File: src/rtl/uart_word_streamer.sv
// UART word transmitter: buffers multi-byte words in a FIFO and serialises each
// as back-to-back 8N1 frames, optionally preceded by a sync header byte.
module uart_word_streamer #(
  parameter int          CLK_FREQ   = 200_000_000,
  parameter int          BAUD_RATE  = 9600,
  parameter int          WORD_BYTES = 4,
  parameter int          FIFO_DEPTH = 8,
  parameter int          MSB_FIRST  = 0,
  parameter int          SYNC_EN    = 0,
  parameter logic [7:0]  SYNC_BYTE  = 8'hA5
) (
  input  logic                          clk,
  input  logic                          rst,
  input  logic                          in_valid,
  output logic                          in_ready,
  input  logic [8*WORD_BYTES-1:0]       in_data,
  input  logic                          clr_overflow,
  output logic                          tx,
  output logic                          busy,
  output logic [$clog2(FIFO_DEPTH):0]   fifo_count,
  output logic                          overflow,
  output logic [15:0]                   words_sent
);

  localparam int DIV = CLK_FREQ / BAUD_RATE;
  localparam int CW  = $clog2(DIV);
  localparam int AW  = $clog2(FIFO_DEPTH);
  localparam int NB  = WORD_BYTES + ((SYNC_EN != 0) ? 1 : 0);
  localparam int BW  = $clog2(NB + 1);
  localparam int WW  = 8 * WORD_BYTES;

  localparam logic [CW-1:0] BAUD_LAST = CW'(DIV - 1);
  localparam logic [BW-1:0] BYTE_LAST = BW'(NB - 1);
  localparam logic [AW:0]   FULL      = (AW + 1)'(FIFO_DEPTH);

  typedef enum logic [1:0] {IDLE, START, DATA, STOP} state_t;

  state_t          state_q, state_d;
  logic [CW-1:0]   baud_q, baud_d;
  logic [2:0]      bit_q, bit_d;
  logic [BW-1:0]   byte_q, byte_d;
  logic [WW-1:0]   word_q, word_d;
  logic            tx_q, tx_d;
  logic [AW-1:0]   wr_ptr_q, wr_ptr_d, rd_ptr_q, rd_ptr_d;
  logic [AW:0]     count_q, count_d;
  logic            ovf_q, ovf_d;
  logic [15:0]     sent_q, sent_d;
  logic [WW-1:0]   mem_q [FIFO_DEPTH];
  logic            push, pop, baud_done;
  logic [7:0]      cur_byte;

  // Slot k of the on-line sequence: the header (if enabled) maps to no data byte.
  function automatic logic [7:0] sel_byte(input logic [WW-1:0] w, input logic [BW-1:0] k);
    int         pos;
    logic [7:0] b;
    b   = SYNC_BYTE;
    pos = int'(k) - ((SYNC_EN != 0) ? 1 : 0);
    if (MSB_FIRST != 0) pos = WORD_BYTES - 1 - pos;
    for (int i = 0; i < WORD_BYTES; i++)
      if (i == pos) b = w[8*i +: 8];
    return b;
  endfunction

  assign in_ready  = (count_q != FULL);
  assign push      = in_valid && in_ready;
  assign baud_done = (baud_q == BAUD_LAST);

  always_comb begin
    state_d  = state_q;
    baud_d   = baud_q;
    bit_d    = bit_q;
    byte_d   = byte_q;
    word_d   = word_q;
    sent_d   = sent_q;
    pop      = 1'b0;
    cur_byte = 8'h00;
    tx_d     = 1'b1;

    case (state_q)
      IDLE: begin
        if (count_q != '0) begin
          pop     = 1'b1;
          word_d  = mem_q[rd_ptr_q];
          byte_d  = '0;
          baud_d  = '0;
          state_d = START;
        end
      end
      START: begin
        baud_d = baud_q + 1'b1;
        if (baud_done) begin
          baud_d  = '0;
          bit_d   = '0;
          state_d = DATA;
        end
      end
      DATA: begin
        baud_d = baud_q + 1'b1;
        if (baud_done) begin
          baud_d = '0;
          if (bit_q == 3'd7) state_d = STOP;
          else               bit_d   = bit_q + 1'b1;
        end
      end
      STOP: begin
        baud_d = baud_q + 1'b1;
        if (baud_done) begin
          baud_d = '0;
          if (byte_q != BYTE_LAST) begin
            byte_d  = byte_q + 1'b1;
            state_d = START;
          end else begin
            sent_d = sent_q + 16'd1;
            // Next queued word starts on this same edge so the line stays gapless.
            if (count_q != '0) begin
              pop     = 1'b1;
              word_d  = mem_q[rd_ptr_q];
              byte_d  = '0;
              state_d = START;
            end else begin
              state_d = IDLE;
            end
          end
        end
      end
      default: state_d = IDLE;
    endcase

    cur_byte = sel_byte(word_d, byte_d);
    case (state_d)
      START:   tx_d = 1'b0;
      DATA:    tx_d = cur_byte[bit_d];
      default: tx_d = 1'b1;
    endcase

    wr_ptr_d = push ? wr_ptr_q + 1'b1 : wr_ptr_q;
    rd_ptr_d = pop  ? rd_ptr_q + 1'b1 : rd_ptr_q;
    count_d  = count_q;
    if (push && !pop)      count_d = count_q + 1'b1;
    else if (pop && !push) count_d = count_q - 1'b1;

    ovf_d = ovf_q;
    if (in_valid && !in_ready) ovf_d = 1'b1;
    else if (clr_overflow)     ovf_d = 1'b0;
  end

  always_ff @(posedge clk) begin
    if (rst) begin
      state_q  <= IDLE;
      baud_q   <= '0;
      bit_q    <= '0;
      byte_q   <= '0;
      tx_q     <= 1'b1;
      wr_ptr_q <= '0;
      rd_ptr_q <= '0;
      count_q  <= '0;
      ovf_q    <= 1'b0;
      sent_q   <= '0;
    end else begin
      state_q  <= state_d;
      baud_q   <= baud_d;
      bit_q    <= bit_d;
      byte_q   <= byte_d;
      tx_q     <= tx_d;
      wr_ptr_q <= wr_ptr_d;
      rd_ptr_q <= rd_ptr_d;
      count_q  <= count_d;
      ovf_q    <= ovf_d;
      sent_q   <= sent_d;
    end
  end

  always_ff @(posedge clk) begin
    if (push) mem_q[wr_ptr_q] <= in_data;
    word_q <= word_d;
  end

  assign tx         = tx_q;
  assign busy       = (state_q != IDLE) || (count_q != '0);
  assign fifo_count = count_q;
  assign overflow   = ovf_q;
  assign words_sent = sent_q;

endmodule

File: config.mk
export PLATFORM = sky130hd
export DESIGN_NAME = uart_word_streamer
export DESIGN_NICKNAME = d
export VERILOG_FILES = /design/src/rtl/uart_word_streamer.sv
export SDC_FILE = /design/constraint.sdc
export NUM_CORES = 1
export LEC_CHECK = 0
export BUFFER_PORTS_ARGS = -buffer_cell sky130_fd_sc_hd__buf_4
export CAP_MARGIN = 20
export CORE_ASPECT_RATIO = 1.4
export CORE_MARGIN = 4
export CORE_UTILIZATION = 61
export CTS_CLUSTER_SIZE = 24
export DETAILED_ROUTE_END_ITERATION = 10
export MAX_ROUTING_LAYER = met4
export PLACE_DENSITY = 0.79
export SYNTH_ARGS = -nofsm -noshare
export SYNTH_HDL_FRONTEND = slang
export SYNTH_SLANG_ARGS = --single-unit
File: constraint.sdc
create_clock -name clk -period 5.5 [get_ports clk]
set_clock_uncertainty 0.05 [all_clocks]
set_input_delay 0 -clock clk [delete_from_list [all_inputs] [get_ports clk]]
set_output_delay 0 -clock clk [all_outputs]
set_load 0.005 [all_outputs]
==> impl_results.md <==
* Ys flop type: edfxtp_1
* Core area at 21,860 sq um
* Remaining DRCs at 0
* Critical path fanouts, max at 18
* Syn nets at 888
* Final Hold Fails at 0
* CP Data Arrival Time at 4.24 ns
* HP Class: in2reg
* Placed cells at 1,169
* Min Hold Slack at 0.1768 ns
* Post-synthesis sequential area ratio at 0.6937
* DR WL/cell at 21.47 microns
* Boundary Pins at 60
* Clk pin slew, worst setup/hold paths at 0.07 ns
* Slowest CP cell: or4b_4
* Count leader, synth: edfxtp_1
* GR Overflow Total at 0
* Setup TNS at 0 ns
* Final setup viols at 0
* Cell Pwr Density at 431.9 nW/um^2
* Initial DRC Count at 496
* H-tree Lvls at 1
* Mapped cell area at 13,560 sq um
* Synth async-reset ratio at 0
* Post-synthesis cell count at 836
* Critical path endpoint category: register
* Vias in the first global route at 7,878
* Vias/cell at 6.002
* Post-synth top area cell: edfxtp_1
* Starting Density at 0.6204
* EDFF count, synth at 256
* Maximum capacitance violations at 0
* Rel. slew slack at 0.3174
* ANT cells at 0
* CTS tree: yes
* Worst-Skew Late Latency at 0.54 ns
* Synth area leaders: edfxtp_1 57%, dfxtp_1 13%, mux4_2 11%
* GR peak layer: met2
* FMAX at 259.5 MHz
* Die area at 24,720 sq um
* Outcome: finished clean
* CP Launch Type: register
* GP Congestion at 0.8236
* Layout cells sized above 1 at 0.2145
* Flops & latches, synth at 342
* Worst Path Required at 5.88 ns
* Clk buf depth at 3
* Number of port buffers at 59
* First-pass GRT wire length at 43,130 microns
* Avg Cell Area, Syn at 16.22 sq um
* Leakage power figure at 5.284 nW
* Die Span Y at 184.4 microns
* Post-synth top cells: 256 x edfxtp_1, 86 x dfxtp_1, 64 x mux4_2
* RSZ-0062 raised after global routing: no
* TritonRoute pass-1 iters at 5
* Vias post-DR at 7,574
* Tcrit/Tclk final at 0.7006
* Total global routing track utilization at 0.2323
* Setup CP Type: reg2reg
* Final std cells w/o fill at 1,262
* Top cell type's share of synthesized area at 0.5668
* DRT Wirelength at 27,100 microns
* Top delay family on crit path: compound AO/OA/AOI/OAI gates
* Met2 Use GR at 0.4066
* Fillers at 1,337
* CTS Root Cell: clkbuf_16
* P&R area growth vs syn at 16.45%
* Worst stage delay on the critical path at 0.56 ns
* Worst path buffer plus inverter count at 1
* Nets at 993
* Antenna-violating nets left at 0
* Maximum VDD drop at 323.7 uV
* Final Critical Period at 3.853 ns
* Final Power at 6.821 mW
* Placed instance area at 14,410 sq um
* Yosys warning total at 0
* DP HPWL at 14,750 microns
* Crit-path cells: or4b_4 -> nor4_4 -> buf_4 -> and2_1 -> o21a_1 -> o211ai_1 -> a2111oi_0 -> a211oi_1 -> a2111o_1 -> a221o_1
* Met1 Usage GRT at 0.2765
* Post-synth cell types at 63
* Largest net degree at the start of global routing at 44
* Final instance area at 15,790 sq um
* Post_cts resized at 0
* CTS sink count at 342
* Met3 Track Usage GR at 0.03140
* Initial antenna violation count at 0
* Die Span X at 134.0 microns
* Worst-margin pin slew at 1.024 ns
* Fin. max-slew vios at 0
* Rows at 64
* Total CTS buffers at 31
## stage by stage
step	setup WS, ns	utilization
floorplan	1.091	-
global placement	1.809	0.6593
detailed placement	1.757	0.6593
CTS	1.715	0.7225
global route	1.541	0.7225
finish	1.647	0.7225
## sequential cells by signal, indices dropped and copies added, names as in the netlist, named ones only
signal and count:
rd_ptr_q 3, words_sent 16, baud_q 15, overflow 1
word_q 32, mem_q 256, wr_ptr_q 3, state_q 2
bit_q 3, byte_q 3, tx 1, fifo_count 4
## routing by layer
layer  part of all wire  vias up
met1               0.38     3800
li1                   -     3477
met5                  0        -
met2               0.54      227
met4              0.033        0
met3              0.048       70
## cell type report
type	count	area (sq um)	area share
multi-input combinational	442	4019	0.2545
clock buffer	43	872.1	0.05522
inverter	15	56.30	0.003565
clock inverter	14	148.9	0.009427
tap	297	371.6	0.02353
sequential	342	9418	0.5963
timing repair buffer	109	908.4	0.05751
## repair_timing
item	CTS	global route
hold buffers	36	0
endpoints found under the hold margin	298	0
buffers inserted	0	0
## cell usage in the layout (no fill, tap or decap), types with 5 or more instances in the layout
cell           synthesis  final
or3_1                  9      9
and3_1                 8      8
xor2_1                15     15
edfxtp_1             256    256
clkbuf_1              22      8
clkinv_2               0      6
mux2i_1               40     40
ha_1                  15     15
clkbuf_16              0     32
nor2_1                48     45
nor2b_1                7      7
nand3_1               13     13
nand2_1               56     56
o211ai_1              10     10
dfxtp_1               86     83
dlygate4sd3_1          0     36
a211oi_1               5      5
mux4_2                64     64
a21oi_1               18     18
nor3_1                 9      5
and2_1                 6      6
buf_4                  1     73
nand4_1                9      9
xnor2_1               12     12
inv_1                 15     15
o21ai_0               41     41
## power by group
group	switching, mW	internal, mW	total (mW)
Clock	0.887	1.25	2.13
Combinational	0.804	0.674	1.48
Sequential	0.193	3.02	3.21
## worst reg2reg max path, stage by stage, from the launching register on
cell,delay [ns]
dfxtp_1,0.36
or4b_4,0.56
nor4_4,0.30
buf_4,0.27
and2_1,0.18
o21a_1,0.55
o211ai_1,0.17
a2111oi_0,0.51
a211oi_1,0.11
a2111o_1,0.39
a221o_1,0.29
## cells by family after synthesis
kind of cell               count (synthesis)  share of synthesized area
AOI/OAI and AO/OA                        113                    0.05545
DFF                                      342                     0.6937
buffers and inverters                     52                    0.01541
xor gates and xnor gates                  27                    0.01744
adders and majority gates                 16                    0.01531
and+or+nand+nor                          179                    0.06439
muxes                                    107                     0.1383
## final timing paths
check / from / endpoint / slack (ns) / depth (start not counted)
max reg2reg: baud_q[2]$_SDFFE_PP0P_ / tx$_SDFF_PP1_ / 1.65 / 10
min: in_data[4] / mem_q[0][4]$_DFFE_PP_ / 0.18 / 2
max: baud_q[2]$_SDFFE_PP0P_ / tx$_SDFF_PP1_ / 1.65 / 10
min reg2reg: word_q[13]$_DFF_P_ / word_q[13]$_DFF_P_ / 0.41 / 2
Note: power is estimated with default switching activity, not from simulation.
